--- config.mk ---
export PLATFORM = sky130hd
export DESIGN_NAME = i2c_slave_ctrl_flat
export DESIGN_NICKNAME = d
export VERILOG_FILES = /design/src/rtl/i2c_slave_pkg.sv /design/src/rtl/i2c_slave_ctrl_if.sv /design/src/rtl/i2c_slave_bit_issuer.sv /design/src/rtl/i2c_slave_ctrl.sv /design/src/flat_wrapper.sv
export SDC_FILE = /design/constraint.sdc
export NUM_CORES = 1
export LEC_CHECK = 0
export ABC_AREA = 1
export CAP_MARGIN = 20
export CORE_ASPECT_RATIO = 0.9
export CORE_MARGIN = 2
export CORE_UTILIZATION = 57
export DETAILED_ROUTE_END_ITERATION = 8
export PLACE_DENSITY = 0.85
export SKIP_CTS_REPAIR_TIMING = 1
export SYNTH_ARGS = -nofsm -noshare
export SYNTH_HDL_FRONTEND = slang
export SYNTH_SLANG_ARGS = --single-unit
--- constraint.sdc ---
create_clock -name clk_i -period 3.9 [get_ports clk_i]
set_clock_uncertainty 0.2 [all_clocks]
set_input_delay 0.585 -clock clk_i [delete_from_list [all_inputs] [get_ports clk_i]]
set_output_delay 0.585 -clock clk_i [all_outputs]
set_load 0.01 [all_outputs]
--- src/rtl/i2c_slave_pkg.sv ---
// rtl/i2c_slave_pkg.sv - PHY command encoding and controller state type
package i2c_slave_pkg;

  typedef enum logic [1:0] {
    CMD_NOP   = 2'd0,
    CMD_READ  = 2'd1,
    CMD_WRITE = 2'd2
  } i2c_cmd_t;

  typedef enum logic [3:0] {
    IDLE,
    ADDR,
    ADDR_ACK,
    RX_PTR,
    PTR_ACK,
    RX_DATA,
    DATA_ACK,
    TX_FETCH,
    TX_LOAD,
    TX_BIT,
    TX_ACK,
    WAIT_STOP
  } i2c_ctrl_state_t;

endpackage

--- src/rtl/i2c_slave_ctrl_if.sv ---
// rtl/i2c_slave_ctrl_if.sv - PHY and register-bank signals of the slave controller
interface i2c_slave_ctrl_if;
  import i2c_slave_pkg::*;

  i2c_cmd_t   phy_cmd_o;
  logic       phy_data_o;
  logic       phy_start_i;
  logic       phy_stop_i;
  logic       phy_data_i;
  logic       phy_cmd_done_i;
  logic       phy_ready_i;
  logic [7:0] reg_addr_o;
  logic       reg_wr_o;
  logic [7:0] reg_wdata_o;
  logic       reg_rd_o;
  logic [7:0] reg_rdata_i;
  logic       busy_o;

  modport master (
    output phy_cmd_o, phy_data_o, reg_addr_o, reg_wr_o, reg_wdata_o, reg_rd_o, busy_o,
    input  phy_start_i, phy_stop_i, phy_data_i, phy_cmd_done_i, phy_ready_i, reg_rdata_i
  );

  modport slave (
    input  phy_cmd_o, phy_data_o, reg_addr_o, reg_wr_o, reg_wdata_o, reg_rd_o, busy_o,
    output phy_start_i, phy_stop_i, phy_data_i, phy_cmd_done_i, phy_ready_i, reg_rdata_i
  );

endinterface

--- src/rtl/i2c_slave_bit_issuer.sv ---
// rtl/i2c_slave_bit_issuer.sv - one-shot PHY command pulse with SDA data hold
module i2c_slave_bit_issuer
  import i2c_slave_pkg::*;
(
  input  logic     clk_i,
  input  logic     rst_n_i,
  input  logic     req,
  input  i2c_cmd_t req_cmd,
  input  logic     req_data,
  input  logic     ready,
  input  logic     done,
  input  logic     start,
  input  logic     stop,
  output i2c_cmd_t cmd,
  output logic     data,
  output logic     issued
);

  logic issue;
  logic data_q;

  // Bus events suppress issue so no command leaks out of a state being abandoned.
  assign issue = req && ready && !issued && !start && !stop;
  assign cmd   = issue ? req_cmd : CMD_NOP;
  assign data  = issue ? req_data : data_q;

  always_ff @(posedge clk_i) begin
    if (!rst_n_i) begin
      issued <= 1'b0;
      data_q <= 1'b1;
    end else if (start || stop || done) begin
      issued <= 1'b0;
      data_q <= 1'b1;
    end else if (issue) begin
      issued <= 1'b1;
      data_q <= req_data;
    end
  end

endmodule

--- src/rtl/i2c_slave_ctrl.sv ---
// rtl/i2c_slave_ctrl.sv - byte/transaction FSM: address match, ACK, pointer and register strobes
module i2c_slave_ctrl
  import i2c_slave_pkg::*;
#(
  parameter logic [6:0] SLAVE_ADDR = 7'h3C
) (
  input logic              clk_i,
  input logic              rst_n_i,
  i2c_slave_ctrl_if.master bus
);

  i2c_ctrl_state_t state, state_next;
  logic [2:0] cnt, cnt_next;
  logic [7:0] shift, shift_next;
  logic [7:0] ptr, ptr_next;
  logic [7:0] wdata, wdata_next;
  logic       wr, wr_next, rd, rd_next, busy, busy_next;
  logic       req, req_data, issued, done;
  i2c_cmd_t   req_cmd;
  logic [7:0] shift_in;

  // A done with nothing outstanding (e.g. after reset or START) is stale.
  assign done     = bus.phy_cmd_done_i && issued;
  assign shift_in = {shift[6:0], bus.phy_data_i};

  i2c_slave_bit_issuer u_issuer (
    .clk_i    (clk_i),
    .rst_n_i  (rst_n_i),
    .req      (req),
    .req_cmd  (req_cmd),
    .req_data (req_data),
    .ready    (bus.phy_ready_i),
    .done     (bus.phy_cmd_done_i),
    .start    (bus.phy_start_i),
    .stop     (bus.phy_stop_i),
    .cmd      (bus.phy_cmd_o),
    .data     (bus.phy_data_o),
    .issued   (issued)
  );

  always_ff @(posedge clk_i) begin
    if (!rst_n_i) begin
      state <= IDLE;
      cnt   <= 3'd0;
      shift <= 8'h00;
      ptr   <= 8'h00;
      wdata <= 8'h00;
      wr    <= 1'b0;
      rd    <= 1'b0;
      busy  <= 1'b0;
    end else begin
      state <= state_next;
      cnt   <= cnt_next;
      shift <= shift_next;
      ptr   <= ptr_next;
      wdata <= wdata_next;
      wr    <= wr_next;
      rd    <= rd_next;
      busy  <= busy_next;
    end
  end

  always_comb begin
    state_next = state;
    cnt_next   = cnt;
    shift_next = shift;
    ptr_next   = wr ? ptr + 8'd1 : ptr;
    wdata_next = wdata;
    wr_next    = 1'b0;
    rd_next    = 1'b0;
    busy_next  = busy;
    req        = 1'b0;
    req_cmd    = CMD_NOP;
    req_data   = 1'b1;
    if (bus.phy_start_i) begin
      state_next = ADDR;
      cnt_next   = 3'd0;
    end else if (bus.phy_stop_i) begin
      state_next = IDLE;
      busy_next  = 1'b0;
    end else begin
      case (state)
        ADDR: begin
          req = 1'b1; req_cmd = CMD_READ;
          if (done) begin
            shift_next = shift_in;
            cnt_next   = cnt + 3'd1;
            if (cnt == 3'd7) state_next = ADDR_ACK;
          end
        end
        ADDR_ACK: begin
          if (shift[7:1] == SLAVE_ADDR) begin
            busy_next = 1'b1;
            req = 1'b1; req_cmd = CMD_WRITE; req_data = 1'b0;
            if (done) begin
              state_next = shift[0] ? TX_FETCH : RX_PTR;
              rd_next    = shift[0];
            end
          end else begin
            state_next = WAIT_STOP;
            busy_next  = 1'b0;
          end
        end
        RX_PTR: begin
          req = 1'b1; req_cmd = CMD_READ;
          if (done) begin
            shift_next = shift_in;
            cnt_next   = cnt + 3'd1;
            if (cnt == 3'd7) begin
              state_next = PTR_ACK;
              ptr_next   = shift_in;
            end
          end
        end
        RX_DATA: begin
          req = 1'b1; req_cmd = CMD_READ;
          if (done) begin
            shift_next = shift_in;
            cnt_next   = cnt + 3'd1;
            if (cnt == 3'd7) begin
              state_next = DATA_ACK;
              wr_next    = 1'b1;
              wdata_next = shift_in;
            end
          end
        end
        PTR_ACK, DATA_ACK: begin
          req = 1'b1; req_cmd = CMD_WRITE; req_data = 1'b0;
          if (done) state_next = RX_DATA;
        end
        TX_FETCH: state_next = TX_LOAD;
        TX_LOAD: begin
          shift_next = bus.reg_rdata_i;
          ptr_next   = ptr + 8'd1;
          state_next = TX_BIT;
        end
        TX_BIT: begin
          req = 1'b1; req_cmd = CMD_WRITE; req_data = shift[7];
          if (done) begin
            shift_next = {shift[6:0], 1'b0};
            cnt_next   = cnt + 3'd1;
            if (cnt == 3'd7) state_next = TX_ACK;
          end
        end
        TX_ACK: begin
          req = 1'b1; req_cmd = CMD_READ;
          if (done) begin
            state_next = bus.phy_data_i ? WAIT_STOP : TX_FETCH;
            rd_next    = !bus.phy_data_i;
          end
        end
        default: ;
      endcase
    end
  end

  assign bus.reg_addr_o  = ptr;
  assign bus.reg_wr_o    = wr;
  assign bus.reg_wdata_o = wdata;
  assign bus.reg_rd_o    = rd;
  assign bus.busy_o      = busy;

endmodule

--- src/flat_wrapper.sv ---
// flat-port wrapper written by rule: the top's interface ports become plain ports
module i2c_slave_ctrl_flat import i2c_slave_pkg::*;
#(
  parameter logic [6:0] SLAVE_ADDR = 7'h3C
)
  (clk_i, rst_n_i, bus_phy_cmd_o, bus_phy_data_o, bus_reg_addr_o, bus_reg_wr_o, bus_reg_wdata_o, bus_reg_rd_o, bus_busy_o, bus_phy_start_i, bus_phy_stop_i, bus_phy_data_i, bus_phy_cmd_done_i, bus_phy_ready_i, bus_reg_rdata_i);
  i2c_slave_ctrl_if bus_i ();
  input logic clk_i;
  input logic rst_n_i;
  output wire logic [$bits(bus_i.phy_cmd_o)-1:0] bus_phy_cmd_o;
  output wire logic [$bits(bus_i.phy_data_o)-1:0] bus_phy_data_o;
  output wire logic [$bits(bus_i.reg_addr_o)-1:0] bus_reg_addr_o;
  output wire logic [$bits(bus_i.reg_wr_o)-1:0] bus_reg_wr_o;
  output wire logic [$bits(bus_i.reg_wdata_o)-1:0] bus_reg_wdata_o;
  output wire logic [$bits(bus_i.reg_rd_o)-1:0] bus_reg_rd_o;
  output wire logic [$bits(bus_i.busy_o)-1:0] bus_busy_o;
  input wire logic [$bits(bus_i.phy_start_i)-1:0] bus_phy_start_i;
  input wire logic [$bits(bus_i.phy_stop_i)-1:0] bus_phy_stop_i;
  input wire logic [$bits(bus_i.phy_data_i)-1:0] bus_phy_data_i;
  input wire logic [$bits(bus_i.phy_cmd_done_i)-1:0] bus_phy_cmd_done_i;
  input wire logic [$bits(bus_i.phy_ready_i)-1:0] bus_phy_ready_i;
  input wire logic [$bits(bus_i.reg_rdata_i)-1:0] bus_reg_rdata_i;
  assign bus_phy_cmd_o = bus_i.phy_cmd_o;
  assign bus_phy_data_o = bus_i.phy_data_o;
  assign bus_reg_addr_o = bus_i.reg_addr_o;
  assign bus_reg_wr_o = bus_i.reg_wr_o;
  assign bus_reg_wdata_o = bus_i.reg_wdata_o;
  assign bus_reg_rd_o = bus_i.reg_rd_o;
  assign bus_busy_o = bus_i.busy_o;
  assign bus_i.phy_start_i = bus_phy_start_i;
  assign bus_i.phy_stop_i = bus_phy_stop_i;
  assign bus_i.phy_data_i = bus_phy_data_i;
  assign bus_i.phy_cmd_done_i = bus_phy_cmd_done_i;
  assign bus_i.phy_ready_i = bus_phy_ready_i;
  assign bus_i.reg_rdata_i = bus_reg_rdata_i;
  i2c_slave_ctrl #(.SLAVE_ADDR(SLAVE_ADDR)) u_core (.clk_i(clk_i), .rst_n_i(rst_n_i), .bus(bus_i));
endmodule
==> impl_metrics.py, run 1 <==
metrics = {
    "outcome": {
        "status": "completed",
    },
    "yosys": {
        "synth_mux_area_share_pct": 0.4717,
        "seq_area_frac_synth_pct": 33.96,
        "synth_edf_count": 0,
        "synth_top_cell_by_area": "dfxtp_1",
        "synth.area.top_cells": "dfxtp_1 34%, nand2_1 13%, o21ai_0 8.3%",
        "syn_avg_cell_area_um2": 6.890,
        "async_reset_ff_share_pct": 0,
        "ys.warnings.count": 0,
        "syn-num-nets": 326,
        "ys_top_cells_by_count": "72 x nand2_1, 36 x dfxtp_1, 35 x o21ai_0, 34 x inv_1, 20 x a21oi_1",
        "synth-main-ff-cell": "dfxtp_1",
        "synth_simple_gate_area_share_pct": 30.54,
        "ys_seq_elements": 36,
        "synth.most_common_cell": "nand2_1",
        "synthAdderAreaFrac_pct": 1.769,
        "synthCells": 308,
        "ys_types": 36,
        "post_synth_instance_area_um2": 2122,
        "synth_compound_area_share_pct": 20.87,
        "synth_top_family_by_area": "simple AND/OR/NAND/NOR gates",
        "synthXorXnorAreaFrac_pct": 2.476,
        "synth_top_area_share_pct": 33.96,
    },
    "finish": {
        "stdcell_area_um2": 2613,
        "diodes": 0,
        "synthToLayoutAreaGrowth_pct": 23.11,
        "drive_above_1_share_pct": 13.26,
        "nets": 364,
    },
    "sta": {
        "rsz0062_at_grt": "no",
        "finalSetupViolCount": 0,
        "relSlewSlack_pct": 62.16,
        "finalMaxSlewViolations": 0,
        "tightest_slew_ns": 0.5657,
        "hold_ws_ns": 0.2557,
        "worst_slack_ns": 0.8544,
        "finalCritPeriodShare_pct": 78.09,
        "hold_viol": 0,
        "setup_tns_ns": 0,
        "fin_crit_ns": 3.046,
        "timing.fmax_mhz": 328.3,
    },
    "detailed_routing": {
        "route.detailed.drc": 0,
        "viasPerCell": 5.407,
        "drt_first_iter_violations": 147,
        "vias": 2125,
        "ant_nets": 0,
        "post_drt_wl_per_cell_um": 13.83,
        "first_pass_iters": 5,
        "totalWireLength_um": 5435,
    },
    "worst_setup_path": {
        "reg2reg_slack_ns": 1.81,
        "timing.rr.end": "u_core.bus.reg_wdata_o[1]",
        "r2r_cells": 8,
        "r2r-start": "u_core.cnt[0]",
        "path_class": "in -> out",
        "crit_fanout": 5,
        "worst_setup_path_start_kind": "primary input",
        "crit_path_end_kind": "output port",
        "cp.required_ns": 3.12,
        "arrival_ns": 2.26,
    },
    "power": {
        "pwr_density_cell_nw_per_um2": 299.2,
        "power.leakage_uw": 0.001097,
        "ir_drop_uv": 193.5,
    },
    "hold_path": {
        "holdPathStages": 2,
        "hold_class": "reg -> reg",
        "hold_path_end": "u_core.cnt[1]",
        "hp-start": "u_core.cnt[1]",
    },
    "clocking": {
        "cts-root-buf": "clkbuf_8",
        "cts_tree": "done",
        "cts_buffers": 5,
        "cts.path.max_buffers": 2,
        "clkTransAtPathRegs_ns": 0.07,
        "cts.sinks": 36,
        "clk_latency_ns": 0.30,
        "htree_levels": 2,
    },
    "die": {
        "start_util_pct": 58.10,
        "io_pins": 37,
        "core.rowCount": 21,
        "die_y_um": 61.89,
        "fp.dieW_um": 68.32,
        "core_area_um2": 3652,
        "dieArea_um2": 4228,
    },
    "global_route": {
        "grtUsageTotal_pct": 27.73,
        "grt_pass1_vias": 1824,
        "overflow": 0,
        "grt_max_degree": 21,
        "grt_antenna_before_repair": 0,
        "grt_pass1_wl_um": 8521,
    },
    "placement": {
        "port_buffers": 36,
        "placement.cell_area_um2": 2505,
        "globalplace.congestion": 0.9345,
        "dp_hpwl_um": 4121,
        "dp_worst_setup_slack_ns": 0.8567,
    },
    "run": {
        "cap_viol_max_count": 0,
    },
}
## report_power, final
group	switching (uW)	internal [uW]
sequential	3.58	372
clock	137	190
combinational	48.7	30.4
## layout by cell type, fill, tap and decap left out, types with 3 or more instances in the layout
| cell type | count |
|---|---|
| nand2_1 | 72 |
| clkdlybuf4s50_1 | 36 |
| dfxtp_1 | 36 |
| o21ai_0 | 35 |
| inv_1 | 34 |
| a21oi_1 | 20 |
| nor2_1 | 16 |
| nand3_1 | 16 |
| inv_2 | 8 |
| nand2_2 | 7 |
| nor2_2 | 6 |
| o21ai_1 | 6 |
| o211ai_1 | 5 |
| xor2_1 | 5 |
| clkbuf_8 | 5 |
| a21oi_2 | 4 |
| o22ai_1 | 4 |
| nor2_4 | 3 |
| nand3_2 | 3 |
| nand4_1 | 3 |
| ha_1 | 3 |
## cell families after synthesis
| family | after synthesis |
|---|---|
| AOI/OAI and AO/OA | 79 |
| xor gates and xnor gates | 6 |
| adders and majority gates | 3 |
| buffers and inverters | 50 |
| DFF | 36 |
| muxes | 1 |
| and+or+nand+nor | 133 |
## per-layer routing
layer | vias to the layer above | track usage, % | share of wire [%]
li1 | 1087 | - | -
met1 | 939 | 38.20 | 47
met2 | 87 | 43.83 | 45
met3 | 12 | 4.865 | 7.4
met4 | 0 | 10.29 | 1.3
met5 | - | 0 | 0
## layout make-up
cell class / instances / area [um2]
multi-input cells: 222 / 1191
fillers: 323 / 1040
flip-flops and latches: 36 / 720.7
repair buffers: 37 / 367.9
inverters: 44 / 167.7
clock buffers: 6 / 72.57
well taps: 46 / 57.56
clock inverters: 2 / 35.03
## flip-flops by register name, summed over array words and instances (netlist names)
register / flops
u_core.bus.busy_o: 1
u_core.u_issuer.data_q: 1
u_core.bus.reg_wdata_o: 8
u_core.shift: 8
u_core.cnt: 3
u_core.u_issuer.issued: 1
u_core.bus.reg_wr_o: 1
u_core.bus.reg_rd_o: 1
u_core.state: 4
u_core.bus.reg_addr_o: 8
## per-stage QoR
stage | instances | utilization, % | total power [uW]
after floorplan | 308 | - | 432.2
after global placement | 385 | 68.59 | 460.4
after detailed placement | 385 | 68.59 | 461.0
after CTS | 393 | 71.53 | 782.1
after global routing | 393 | 71.53 | 802.5
final | 393 | 71.53 | 781.7
## worst max-delay path by stage
stage / from / end / slack [ns] / cells past startpoint
floorplan: u_core.state[3] / bus_phy_cmd_o[1] / 1.89 / 8
global placement: bus_phy_stop_i / bus_phy_data_o / 0.88 / 7
detailed placement: bus_phy_stop_i / bus_phy_data_o / 0.86 / 7
CTS: bus_phy_stop_i / bus_phy_data_o / 0.86 / 7
global route: bus_phy_start_i / bus_phy_data_o / 0.77 / 7
finish: bus_phy_stop_i / bus_phy_data_o / 0.85 / 7
## worst max-delay path, cell delays in order
cell,delay [ns]
clkdlybuf4s50_1,0.49
nor2_2,0.29
nand3_2,0.16
clkinv_1,0.08
nand2_1,0.06
nand2_1,0.06
clkdlybuf4s50_1,0.52
(Power assumes the default switching activity.)
==> inputs of run 2 (changes only) <==
CORE_UTILIZATION = 48   (was 57)
PLACE_DENSITY = 0.77   (was 0.85)
clock period = 2.77 ns   (was 3.9 ns; I/O delays follow)
==> run 2 against run 1 <==
First-iteration DRC count increased by 36%. Clock power rose by 41%. Count of clock-buffer cells in the layout stayed put. Largest cell class unchanged. Largest power group unchanged. Highest routed layer unchanged.
==> impl_metrics.py, run 2 (synthesis gave the netlist of run 1 again) <==
metrics = {
    "sta": {
        "timing.fmax_mhz": 373.6,
        "worst_slack_ns": 0.09363,
        "finalMaxSlewViolations": 0,
        "relSlewSlack_pct": 73.46,
        "hold_ws_ns": 0.2521,
        "rsz0062_at_grt": "no",
        "finalCritPeriodShare_pct": 96.62,
        "fin_crit_ns": 2.676,
        "finalSetupViolCount": 0,
        "tightest_slew_ns": 0.3975,
        "hold_viol": 0,
    },
    "placement": {
        "placement.cell_area_um2": 2552,
        "globalplace.congestion": 0.9392,
        "dp_cells": 403,
        "port_buffers": 36,
        "dp_hpwl_um": 4006,
        "dp_worst_setup_slack_ns": 0.1998,
    },
    "global_route": {
        "grtUsageTotal_pct": 22.61,
        "grt_antenna_before_repair": 0,
        "grt_pass1_vias": 1832,
        "overflow": 0,
        "grt_pass1_wl_um": 8500,
        "grt_max_degree": 20,
    },
    "worst_setup_path": {
        "arrival_ns": 2.06,
        "max_stage_delay_ns": 0.55,
        "path_common_cell": "nor2_4",
        "reg2reg_slack_ns": 0.94,
        "crit_path_end_kind": "output port",
        "worst_setup_path_start_kind": "flop",
        "cp_num_buf_inv": 2,
        "path_class": "reg -> out",
        "cp.required_ns": 2.15,
        "slowest_stage": "clkdlybuf4s50_1",
        "crit_fanout": 5,
        "cp_cell_sequence": "nor2_4 -> inv_2 -> nor2_4 -> nand3_4 -> nand2_2 -> nand3_2 -> a31oi_1 -> clkdlybuf4s50_1",
        "path_delay_family": "buffers and inverters",
    },
    "clocking": {
        "cts-root-buf": "clkbuf_8",
        "cts.path.max_buffers": 2,
        "cts_tree": "done",
        "htree_levels": 2,
        "clk_latency_ns": 0.29,
        "cts.sinks": 36,
        "cts_buffers": 5,
        "clkTransAtPathRegs_ns": 0.07,
    },
    "detailed_routing": {
        "viasPerCell": 5.070,
        "drt_first_iter_violations": 200,
        "totalWireLength_um": 5330,
        "post_drt_wl_per_cell_um": 12.91,
        "route.detailed.drc": 0,
        "ant_nets": 0,
        "first_pass_iters": 4,
        "vias": 2094,
    },
    "finish": {
        "nets": 370,
        "final_cell_mix": "72 x nand2_1, 35 x o21ai_0, 35 x clkdlybuf4s50_1",
        "synthToLayoutAreaGrowth_pct": 27.59,
        "instances_no_fill": 413,
        "stdcell_area_um2": 2708,
        "drive_above_1_share_pct": 17.28,
        "layout_commonest_cell": "nand2_1",
        "diodes": 0,
        "fill_cells": 368,
    },
    "die": {
        "dieArea_um2": 4969,
        "die_y_um": 67.08,
        "io_pins": 37,
        "fp.dieW_um": 74.09,
        "core_area_um2": 4156,
        "start_util_pct": 51.05,
        "core.rowCount": 22,
    },
    "power": {
        "finalPower_uw": 1107,
        "power.leakage_uw": 0.001134,
        "ir_drop_uv": 280.1,
        "pwr_density_cell_nw_per_um2": 408.8,
    },
    "run": {
        "cap_viol_max_count": 0,
    },
    "outcome": {
        "status": "completed",
    },
    "hold_path": {
        "hold_class": "reg -> reg",
    },
}
run 2: cell count changes in the layout (fill, tap and decap cells not counted):
cell	previous run	this run
dfxtp_1	36	32
nor2_1	16	14
dfxtp_4	0	1
inv_2	8	11
nor2_4	3	5
nand3_4	1	2
dfxtp_2	0	3
dlymetal6s2s_1	0	1
inv_1	34	31
buf_4	1	7
clkdlybuf4s50_1	36	35
nand3_2	3	2
run 2: path summary, 6_finish.rpt:
kind,cells past startpoint,startpoint,end
worst max-delay path,8,u_core.state[3],bus_phy_cmd_o[1]
worst min-delay path,2,u_core.cnt[2],u_core.cnt[2]
worst max register to register,9,u_core.cnt[0],u_core.bus.reg_addr_o[1]
worst min register to register,2,u_core.cnt[2],u_core.cnt[2]
run 2: cell type report:
class                           count  area (um2)  share of cell area (%)
Tap cell                           60       75.07                   2.773
Timing Repair Buffer               43       415.4                   15.34
Inverter                           44       167.7                   6.192
Clock inverter                      2       35.03                   1.294
Sequential cell                    36       728.2                   26.89
Clock buffer                        6       72.57                   2.680
Multi-Input combinational cell    222        1214                   44.82
run 2: through the flow:
stage / util (%) / setup TNS, ns
after CTS: 64.00 / -0.05973
after detailed placement: 61.41 / 0
final: 65.14 / 0
after global placement: 61.41 / 0
after global routing: 65.14 / 0
after floorplan: - / 0
run 2: power breakdown:
| group | switching, uW | leakage, uW | internal [uW] | total [uW] |
|---|---|---|---|---|
| clock network | 195 | 0.0000552 | 267 | 462 |
| logic | 69.4 | 0.000786 | 46.5 | 116 |
| registers | 5.91 | 0.000293 | 523 | 529 |
run 2: worst min-delay path, delay by kind of cell, from the launching register on:
family | cells | cell delay, ns
flip-flops | 1 | 0.31
buffers and inverters | 1 | 0.05
AO/OA/AOI/OAI | 1 | 0.05
run 2: per-layer routing:
layer,track usage [%],vias to the layer above,wire [um]
met3,6.808,4,437
li1,-,1095,-
met4,5.682,0,21
met5,0,-,0
met1,32.14,923,2631
met2,33.04,72,2240
==> inputs of run 3 (changes only) <==
ABC_CLOCK_PERIOD_IN_PS = 2770   (was not set)
==> results of run 3 <==
Same layout as run 2: the final DEF is identical, and so are final timing and power.
